--- src/rtl/id_pkg.sv ---
// Shared decode constants for the instruction-decode stage.
// RV32I opcode, funct3 and funct7 fields plus the ALU operation encoding.
package id_pkg;

  localparam logic [6:0] OPC_OP_IMM = 7'b0010011;
  localparam logic [6:0] OPC_OP     = 7'b0110011;
  localparam logic [6:0] OPC_LUI    = 7'b0110111;
  localparam logic [6:0] OPC_AUIPC  = 7'b0010111;
  localparam logic [6:0] OPC_JAL    = 7'b1101111;
  localparam logic [6:0] OPC_BRANCH = 7'b1100011;

  localparam logic [2:0] F3_ADD  = 3'b000;
  localparam logic [2:0] F3_SLL  = 3'b001;
  localparam logic [2:0] F3_SLT  = 3'b010;
  localparam logic [2:0] F3_SLTU = 3'b011;
  localparam logic [2:0] F3_XOR  = 3'b100;
  localparam logic [2:0] F3_SR   = 3'b101;
  localparam logic [2:0] F3_OR   = 3'b110;
  localparam logic [2:0] F3_AND  = 3'b111;

  localparam logic [2:0] F3_BEQ  = 3'b000;
  localparam logic [2:0] F3_BNE  = 3'b001;
  localparam logic [2:0] F3_BLT  = 3'b100;
  localparam logic [2:0] F3_BGE  = 3'b101;
  localparam logic [2:0] F3_BLTU = 3'b110;
  localparam logic [2:0] F3_BGEU = 3'b111;

  localparam logic [6:0] F7_BASE = 7'b0000000;
  localparam logic [6:0] F7_ALT  = 7'b0100000;

  typedef enum logic [3:0] {
    ALU_NOP  = 4'd0,
    ALU_ADD  = 4'd1,
    ALU_SUB  = 4'd2,
    ALU_SLL  = 4'd3,
    ALU_SLT  = 4'd4,
    ALU_SLTU = 4'd5,
    ALU_XOR  = 4'd6,
    ALU_SRL  = 4'd7,
    ALU_SRA  = 4'd8,
    ALU_OR   = 4'd9,
    ALU_AND  = 4'd10
  } alu_op_e;

endpackage

--- src/rtl/id_imm_gen.sv ---
// Immediate extraction for the decode stage.
// Produces sign-extended I, U, J and B immediates from the raw word.
module id_imm_gen #(
  parameter int XLEN = 32
) (
  input  logic [31:0]     inst,
  output logic [XLEN-1:0] imm_i,
  output logic [XLEN-1:0] imm_u,
  output logic [XLEN-1:0] imm_j,
  output logic [XLEN-1:0] imm_b
);

  logic [31:0] i32;
  logic [31:0] u32;
  logic [31:0] j32;
  logic [31:0] b32;
  logic        unused_opc;

  assign i32 = {{20{inst[31]}}, inst[31:20]};
  assign u32 = {inst[31:12], 12'b0};
  assign j32 = {{12{inst[31]}}, inst[19:12],
                inst[20], inst[30:21], 1'b0};
  assign b32 = {{20{inst[31]}}, inst[7],
                inst[30:25], inst[11:8], 1'b0};

  assign imm_i = XLEN'($signed(i32));
  assign imm_u = XLEN'($signed(u32));
  assign imm_j = XLEN'($signed(j32));
  assign imm_b = XLEN'($signed(b32));

  // opcode bits carry no immediate content
  assign unused_opc = ^inst[6:0];

endmodule

--- src/rtl/id_stage.sv ---
// RV32I decode stage: operand fetch with write-back bypass and a
// single-entry valid/ready pipeline register for the decoded bundle.
module id_stage
  import id_pkg::*;
#(
  parameter int XLEN      = 32,
  parameter int RF_AW     = 5,
  parameter bit EN_BYPASS = 1'b1
) (
  input  logic             clk,
  input  logic             rst,
  input  logic             in_valid,
  output logic             in_ready,
  input  logic [31:0]      inst_i,
  input  logic [XLEN-1:0]  inst_addr_i,
  output logic [RF_AW-1:0] rs1_addr_o,
  output logic [RF_AW-1:0] rs2_addr_o,
  input  logic [XLEN-1:0]  rs1_data_i,
  input  logic [XLEN-1:0]  rs2_data_i,
  input  logic             wb_wen_i,
  input  logic [RF_AW-1:0] wb_rd_i,
  input  logic [XLEN-1:0]  wb_data_i,
  input  logic             flush_i,
  output logic             out_valid,
  input  logic             out_ready,
  output logic [31:0]      inst_o,
  output logic [XLEN-1:0]  inst_addr_o,
  output logic [XLEN-1:0]  op1_o,
  output logic [XLEN-1:0]  op2_o,
  output logic [RF_AW-1:0] rd_addr_o,
  output logic             reg_wen_o,
  output logic [3:0]       alu_op_o,
  output logic             br_o,
  output logic             jmp_o,
  output logic             illegal_o
);

  logic [6:0] opcode;
  logic [2:0] f3;
  logic [6:0] f7;
  logic [4:0] rs1_f;
  logic [4:0] rs2_f;
  logic [4:0] rd_f;

  assign opcode = inst_i[6:0];
  assign f3     = inst_i[14:12];
  assign f7     = inst_i[31:25];
  assign rs1_f  = inst_i[19:15];
  assign rs2_f  = inst_i[24:20];
  assign rd_f   = inst_i[11:7];

  logic is_opimm;
  logic is_op;
  logic is_lui;
  logic is_auipc;
  logic is_jal;
  logic is_br;

  assign is_opimm = opcode == OPC_OP_IMM;
  assign is_op    = opcode == OPC_OP;
  assign is_lui   = opcode == OPC_LUI;
  assign is_auipc = opcode == OPC_AUIPC;
  assign is_jal   = opcode == OPC_JAL;
  assign is_br    = opcode == OPC_BRANCH;

  logic [XLEN-1:0] imm_i;
  logic [XLEN-1:0] imm_u;
  logic [XLEN-1:0] imm_j;
  logic [XLEN-1:0] imm_b;
  logic            unused_imm;

  id_imm_gen #(.XLEN(XLEN)) u_imm (
    .inst  (inst_i),
    .imm_i (imm_i),
    .imm_u (imm_u),
    .imm_j (imm_j),
    .imm_b (imm_b)
  );

  // jump/branch targets are resolved downstream from inst_o
  assign unused_imm = ^{imm_j, imm_b};

  // unused source fields read as x0 so the file sees no spurious reads
  assign rs1_addr_o = (is_opimm | is_op | is_br)
                    ? RF_AW'(rs1_f) : '0;
  assign rs2_addr_o = (is_op | is_br)
                    ? RF_AW'(rs2_f) : '0;

  logic [XLEN-1:0] rs1_val;
  logic [XLEN-1:0] rs2_val;

  assign rs1_val =
    (rs1_addr_o == '0) ? '0 :
    (EN_BYPASS && wb_wen_i && wb_rd_i == rs1_addr_o)
      ? wb_data_i : rs1_data_i;

  assign rs2_val =
    (rs2_addr_o == '0) ? '0 :
    (EN_BYPASS && wb_wen_i && wb_rd_i == rs2_addr_o)
      ? wb_data_i : rs2_data_i;

  logic             ok;
  alu_op_e          alu;
  logic [XLEN-1:0]  a;
  logic [XLEN-1:0]  b;
  logic [RF_AW-1:0] rd;
  logic             wen;
  logic             br;
  logic             jmp;

  always_comb begin
    ok  = 1'b0;
    alu = ALU_NOP;
    a   = '0;
    b   = '0;
    rd  = '0;
    wen = 1'b0;
    br  = 1'b0;
    jmp = 1'b0;
    unique case (1'b1)
      is_opimm: begin
        ok  = 1'b1;
        a   = rs1_val;
        b   = imm_i;
        rd  = RF_AW'(rd_f);
        wen = 1'b1;
        unique case (f3)
          F3_ADD:  alu = ALU_ADD;
          F3_SLT:  alu = ALU_SLT;
          F3_SLTU: alu = ALU_SLTU;
          F3_XOR:  alu = ALU_XOR;
          F3_OR:   alu = ALU_OR;
          F3_AND:  alu = ALU_AND;
          F3_SLL: begin
            alu = ALU_SLL;
            b   = XLEN'(rs2_f);
            ok  = f7 == F7_BASE;
          end
          F3_SR: begin
            alu = f7[5] ? ALU_SRA : ALU_SRL;
            b   = XLEN'(rs2_f);
            ok  = (f7 == F7_BASE) || (f7 == F7_ALT);
          end
          default: ok = 1'b0;
        endcase
      end
      is_op: begin
        ok  = 1'b1;
        a   = rs1_val;
        b   = rs2_val;
        rd  = RF_AW'(rd_f);
        wen = 1'b1;
        unique case ({f7, f3})
          {F7_BASE, F3_ADD}:  alu = ALU_ADD;
          {F7_ALT,  F3_ADD}:  alu = ALU_SUB;
          {F7_BASE, F3_SLL}:  alu = ALU_SLL;
          {F7_BASE, F3_SLT}:  alu = ALU_SLT;
          {F7_BASE, F3_SLTU}: alu = ALU_SLTU;
          {F7_BASE, F3_XOR}:  alu = ALU_XOR;
          {F7_BASE, F3_SR}:   alu = ALU_SRL;
          {F7_ALT,  F3_SR}:   alu = ALU_SRA;
          {F7_BASE, F3_OR}:   alu = ALU_OR;
          {F7_BASE, F3_AND}:  alu = ALU_AND;
          default:            ok  = 1'b0;
        endcase
      end
      is_lui: begin
        ok  = 1'b1;
        alu = ALU_ADD;
        b   = imm_u;
        rd  = RF_AW'(rd_f);
        wen = 1'b1;
      end
      is_auipc: begin
        ok  = 1'b1;
        alu = ALU_ADD;
        a   = inst_addr_i;
        b   = imm_u;
        rd  = RF_AW'(rd_f);
        wen = 1'b1;
      end
      is_jal: begin
        ok  = 1'b1;
        alu = ALU_ADD;
        a   = inst_addr_i;
        b   = XLEN'(4);
        rd  = RF_AW'(rd_f);
        wen = 1'b1;
        jmp = 1'b1;
      end
      is_br: begin
        ok = 1'b1;
        a  = rs1_val;
        b  = rs2_val;
        br = 1'b1;
        unique case (f3)
          F3_BEQ, F3_BNE:   alu = ALU_SUB;
          F3_BLT, F3_BGE:   alu = ALU_SLT;
          F3_BLTU, F3_BGEU: alu = ALU_SLTU;
          default:          ok  = 1'b0;
        endcase
      end
      default: ok = 1'b0;
    endcase
    if (!ok) begin
      alu = ALU_NOP;
      a   = '0;
      b   = '0;
      rd  = '0;
      wen = 1'b0;
      br  = 1'b0;
      jmp = 1'b0;
    end
    if (rd == '0) wen = 1'b0;
  end

  logic take;

  assign in_ready = !out_valid || out_ready;
  assign take     = in_valid && in_ready;

  alu_op_e alu_q;

  always_ff @(posedge clk or posedge rst) begin
    if (rst) begin
      out_valid   <= 1'b0;
      inst_o      <= '0;
      inst_addr_o <= '0;
      op1_o       <= '0;
      op2_o       <= '0;
      rd_addr_o   <= '0;
      reg_wen_o   <= 1'b0;
      alu_q       <= ALU_NOP;
      br_o        <= 1'b0;
      jmp_o       <= 1'b0;
      illegal_o   <= 1'b0;
    end else if (flush_i) begin
      out_valid <= 1'b0;
    end else if (take) begin
      out_valid   <= 1'b1;
      inst_o      <= inst_i;
      inst_addr_o <= inst_addr_i;
      op1_o       <= a;
      op2_o       <= b;
      rd_addr_o   <= rd;
      reg_wen_o   <= wen;
      alu_q       <= alu;
      br_o        <= br;
      jmp_o       <= jmp;
      illegal_o   <= !ok;
    end else if (out_ready) begin
      out_valid <= 1'b0;
    end
  end

  assign alu_op_o = alu_q;

endmodule
--- config.mk ---
export PLATFORM = sky130hd
export DESIGN_NAME = id_stage
export DESIGN_NICKNAME = d
export VERILOG_FILES = /design/src/rtl/id_pkg.sv /design/src/rtl/id_imm_gen.sv /design/src/rtl/id_stage.sv
export SDC_FILE = /design/constraint.sdc
export NUM_CORES = 1
export LEC_CHECK = 0
export CAP_MARGIN = 20
export CORE_MARGIN = 3
export CORE_UTILIZATION = 41
export CTS_BUF_LIST = sky130_fd_sc_hd__clkbuf_8
export DETAILED_ROUTE_END_ITERATION = 12
export GPL_TIMING_DRIVEN = 1
export PLACE_DENSITY = 0.8
export SLEW_MARGIN = 15
export SYNTH_ARGS = -nofsm -noshare
export SYNTH_HDL_FRONTEND = slang
export SYNTH_HIERARCHICAL = 1
export SYNTH_SLANG_ARGS = --single-unit
--- constraint.sdc ---
create_clock -name clk -period 4.7 [get_ports clk]
set_input_delay 0.94 -clock clk [delete_from_list [all_inputs] [get_ports clk]]
set_output_delay 0.94 -clock clk [all_outputs]
set_load 0.01 [all_outputs]
==> out/qor.csv, run 1 <==
metric,value,unit
share of layout cells above drive strength 1,6.36,%
Synth Area per Inst,9.25,um2
CP peak stage delay,0.54,ns
register clock-pin slew on the reported worst setup and hold paths,0.08,ns
DP Cell Count,1297,
synth warn,6,
num ports,324,
PwrDens,265,nW/um2
CP required,3.76,ns
antenna cells,0,
Slew @ Worst Pin,0.875,ns
Critical Path Source Type,input port,
hold buffer count at cts,0,
routability cong.,0.961,
DR iter-0 viols,422,
IO buf count,323,
CTS tree,yes,
setup TNS,0,ns
final hold vios,0,
Num CTS Buffers,17,
Vias,7246,
area of the mapped netlist,7710,um2
fin crit period,3.93,ns
post-CTS resize count,0,
post-DR vias/cell,5.45,
gr usage total,26.5,%
crit-path most repeated cell,clkdlybuf4s50_1,
Site Rows,49,
effective utilization at floorplan,42.3,%
ANT nets after route,0,
fill count,1543,
vias in the first global route,7214,
wire per inst,20.9,um
CORE AREA,18200,um2
"Max FO, Critical Path",14,
gr ovfl total,0,
Worst Skew,0.00721,ns
die height,143,um
Final period util,83.6,%
largest net degree at the start of global routing,88,
CTS root buf,clkbuf_8,
die width,143,um
fin cells,1329,
DP Wirelength,20600,um
Final #Nets,1258,
worst rel slew slack,41.7,%
Crit Path Class,input port to output port,
Total Wirelength,27800,um
initial antenna violation count,1,
beginning of the worst hold path,inst_o[3]$_DFFE_PP0P_,
"Setup violations, final",0,
P&R area growth vs syn,44.7,%
"Max stage delay cell, worst path",clkdlybuf4s50_1,
Setup Buffers After CTS,0,
DR pass1 iterations,5,
Critical Path Source,inst_i[5],
LEAKAGE,4.93,nW
Slew Limit Fails,0,
die area,20500,um2
arrival time worst endpoint,2.99,ns
Worst-Skew Late Latency,0.44,ns
Reg2Reg Launch Point,out_valid$_DFFE_PP0P_,
DR DRC count,0,
max-cap viol count,0,
critical-path cell list,clkdlybuf4s50_1 > buf_4 > nand3b_1 > a21oi_1 > and2_1 > clkdlybuf4s50_1,
Max Root-Sink Buffers,2,
worst hold path type,flip-flop to flip-flop,
H-tree Lvls,4,
Syn Inst Count,833,
CTS Sinks,142,
Max Fclk,0.255,GHz
first-pass GRT wire length,41700,um
RSZ-0062 raised after global routing,no,
Max VDD drop,0.000148,V
Crit. End Element,output port,
status,completed,
flip-flops by register name, summed over array words and instances (netlist names):
register     flops
illegal_o        1
inst_o          32
reg_wen_o        1
rd_addr_o        5
op2_o           32
out_valid        1
br_o             1
inst_addr_o     32
jmp_o            1
alu_op_o         4
op1_o           32
placed cells by master, fill, tap and decap left out, types with 5 or more instances in the layout:
cell type        count
a21oi_1              7
a22o_1               5
a22oi_1             65
a31oi_1              5
and2_1              10
buf_4               18
clkbuf_8            20
clkdlybuf4s50_1    322
conb_1              12
dfrtp_1            142
inv_1                7
mux2_2               5
mux2i_1             66
nand2_1            236
nand3_1              7
nor2_1              16
o21ai_0             25
o21ai_1             19
o221ai_1            33
power by group:
part           internal [W]  switching [W]  total, W
Sequential          0.00130      0.0000428   0.00134
Clock              0.000464       0.000490  0.000954
Combinational      0.000344       0.000310  0.000654
final timing paths:
check                      depth (start not counted)                     to  slack, ns
max in group asynchronous                          3  op2_o[15]$_DFFE_PP0P_       2.97
setup reg to reg                                   7  op2_o[24]$_DFFE_PP0P_       2.31
setup / recovery                                   6          rs1_addr_o[3]       0.77
hold / removal                                     2  inst_o[3]$_DFFE_PP0P_       0.48
min in group asynchronous                          2  out_valid$_DFFE_PP0P_       0.89
hold reg to reg                                    2  inst_o[3]$_DFFE_PP0P_       0.48
routing by layer:
| layer | GRT usage [%] | share of wire (%) |
|---|---|---|
| met3 | 7.17 | 8.5 |
| met1 | 34.4 | 41 |
| met5 | 0 | 0.047 |
| met2 | 43.3 | 48 |
| met4 | 8.35 | 2.2 |
stage by stage:
step	setup slack (ns)	utilization (%)	area, um2	power, W	hold slack (ns)
after floorplan	1.93	-	7750	0.00164	0.511
after global placement	0.750	59.0	10700	0.00201	0.457
after detailed placement	0.751	59.2	10800	0.00202	0.461
after CTS	0.773	61.3	11200	0.00298	0.482
after global routing	0.677	61.3	11200	0.00309	0.501
final	0.772	61.3	11200	0.00295	0.477
area by class of cell:
class,instances,area [um2],area share (%)
Inverter,7,30.0,0.269
Multi-Input combinational cell,575,3470,31.1
Clock inverter,12,111,0.998
Tap cell,229,287,2.57
Sequential cell,142,3550,31.8
Timing Repair Buffer,344,3430,30.7
Clock buffer,20,275,2.47
worst max-delay path: cells and delay by family:
family	cells	cell delay (ns)
AOI/OAI and AO/OA	1	0.48
buffers and inverters	3	1.18
and+or+nand+nor	2	0.39
(Power assumes the default switching activity.)
==> inputs of run 2 (changes only) <==
==> constraint.sdc (replaced) <==
create_clock -name clk -period 3.6 [get_ports clk]
set_input_delay 0.72 -clock clk [delete_from_list [all_inputs] [get_ports clk]]
set_output_delay 0.72 -clock clk [all_outputs]
set_load 0.01 [all_outputs]
==> run 2 against run 1 <==
  * Critical path depth decreased by 1
  * Global-route usage decreased by 0.15 points
  * Setup slack got worse by 0.58 ns
  * Sequential cell count unchanged
  * Register-to-register slack got worse by 0.91 ns
  * Routed wire length increased by 0.20%
  * Design area increased by 1.2%
  * Final cell count increased by 0.98%
  * Clock-buffer cell count decreased by 1
  * Combinational power increased by 32%
  * Largest cell class unchanged
==> out/qor.csv, run 2 (synthesized netlist as in run 1, its figures left out) <==
metric,value,unit
DR DRC count,0,
crit path to,rs2_addr_o[2],
Site Rows,49,
wire per inst,20.8,um
die area,20500,um2
CORE AREA,18200,um2
LEAKAGE,5.00,nW
post-route setup slack,0.196,ns
hold buffer count at cts,0,
Vias,7304,
DP Wirelength,20600,um
largest net degree at the start of global routing,81,
Worst Skew,0.0149,ns
Gate power share,21.9,%
beginning of the worst hold path,inst_o[19]$_DFFE_PP0P_,
routability cong.,0.929,
Slew @ Worst Pin,0.922,ns
total power,0.00393,W
dpl ws,0.194,ns
Critical Path Source,inst_i[0],
final hold vios,0,
Num CTS Buffers,17,
CTS root buf,clkbuf_8,
Max VDD drop,0.000219,V
num ports,324,
Max Fclk,0.294,GHz
post-DR vias/cell,5.44,
worst rel slew slack,38.4,%
Worst-Skew Late Latency,0.45,ns
share of layout cells above drive strength 1,7.46,%
gr ovfl total,0,
DR pass1 iterations,8,
IO buf count,323,
Max Root-Sink Buffers,2,
"Max FO, Critical Path",9,
initial antenna violation count,0,
fin cells,1342,
CTS Sinks,142,
DP Cell Count,1310,
Setup Buffers After CTS,0,
setup TNS,0,ns
Reg2Reg Launch Point,out_valid$_DFFE_PP0P_,
status,completed,
P&R area growth vs syn,46.4,%
die height,143,um
"most common cell after layout, fill and taps aside",clkdlybuf4s50_1,
Final #Nets,1271,
CP required,2.88,ns
register clock-pin slew on the reported worst setup and hold paths,0.08,ns
Critical Path Source Type,input port,
fin crit period,3.40,ns
first-pass GRT wire length,41600,um
reg2reg setup slack,1.40,ns
vias in the first global route,7245,
antenna cells,0,
Crit. End Element,output port,
sw power,0.00112,W
switching part of the total power,28.4,%
arrival time worst endpoint,2.68,ns
max-cap viol count,0,
Total Wirelength,27900,um
effective utilization at floorplan,42.3,%
Final period util,94.5,%
ANT nets after route,0,
"Setup violations, final",0,
Pint,0.00281,W
PwrDens,348,nW/um2
H-tree Lvls,4,
most frequent cells in the layout,"clkdlybuf4s50_1 (322), nand2_1 (236), dfrtp_1 (142)",
worst hold path type,flip-flop to flip-flop,
Crit Path Class,input port to output port,
Sequential Power Share,44.7,%
gr usage total,26.3,%
CTS tree,yes,
DR iter-0 viols,511,
R2R cell count,6,
RSZ-0062 raised after global routing,no,
Slew Limit Fails,0,
die width,143,um
post-CTS resize count,0,
clock group share of total power,33.4,%
Worst R2R End,op2_o[16]$_DFFE_PP0P_,
-- run 2: per-stage QoR --
stage	hold WS [ns]	area, um2	util (%)
2_1_floorplan	0.511	7750	-
3_3_place_gp	0.457	10900	59.8
3_5_place_dp	0.461	10900	59.8
4_1_cts	0.483	11300	62.0
5_1_grt	0.500	11300	62.0
6_report	0.478	11300	62.0
-- run 2: power groups by stage --
stage	logic [W]	registers, W	clock network [W]
4_1_cts	0.000870	0.00176	0.00134
3_3_place_gp	0.000853	0.00178	0
3_5_place_dp	0.000866	0.00179	0
5_1_grt	0.000930	0.00177	0.00140
2_1_floorplan	0.000299	0.00184	0
6_report	0.000861	0.00176	0.00131
-- run 2: layout make-up --
class | count | area [um2]
multi-input cells | 575 | 3470
clock inverters | 13 | 139
fillers | 1552 | 6920
repair buffers | 357 | 3550
well taps | 229 | 287
flip-flops and latches | 142 | 3550
clock buffers | 19 | 262
inverters | 7 | 30.0
-- run 2: how the worst min path moves through the flow --
stage	cells after the start	end	slack, ns
2_1_floorplan	2	alu_op_o[3]$_DFFE_PP0P_	0.51
3_3_place_gp	2	inst_addr_o[5]$_DFFE_PP0P_	0.46
3_5_place_dp	2	inst_addr_o[2]$_DFFE_PP0P_	0.46
4_1_cts	2	inst_addr_o[2]$_DFFE_PP0P_	0.48
5_1_grt	2	inst_addr_o[2]$_DFFE_PP0P_	0.50
6_report	2	inst_o[19]$_DFFE_PP0P_	0.48
-- run 2: layer usage --
metal  part of all wire (%)  GRT usage, %
met3                    7.1          6.66
met4                    2.2          7.65
met1                     41          33.9
met2                     49          44.1
met5                   0.14             0
-- run 2: worst max-delay path, cell delays in order --
cell and delay, ns:
clkdlybuf4s50_1 0.56, and4bb_4 0.25, and3_1 0.40, and2_1 0.20, clkdlybuf4s50_1 0.54
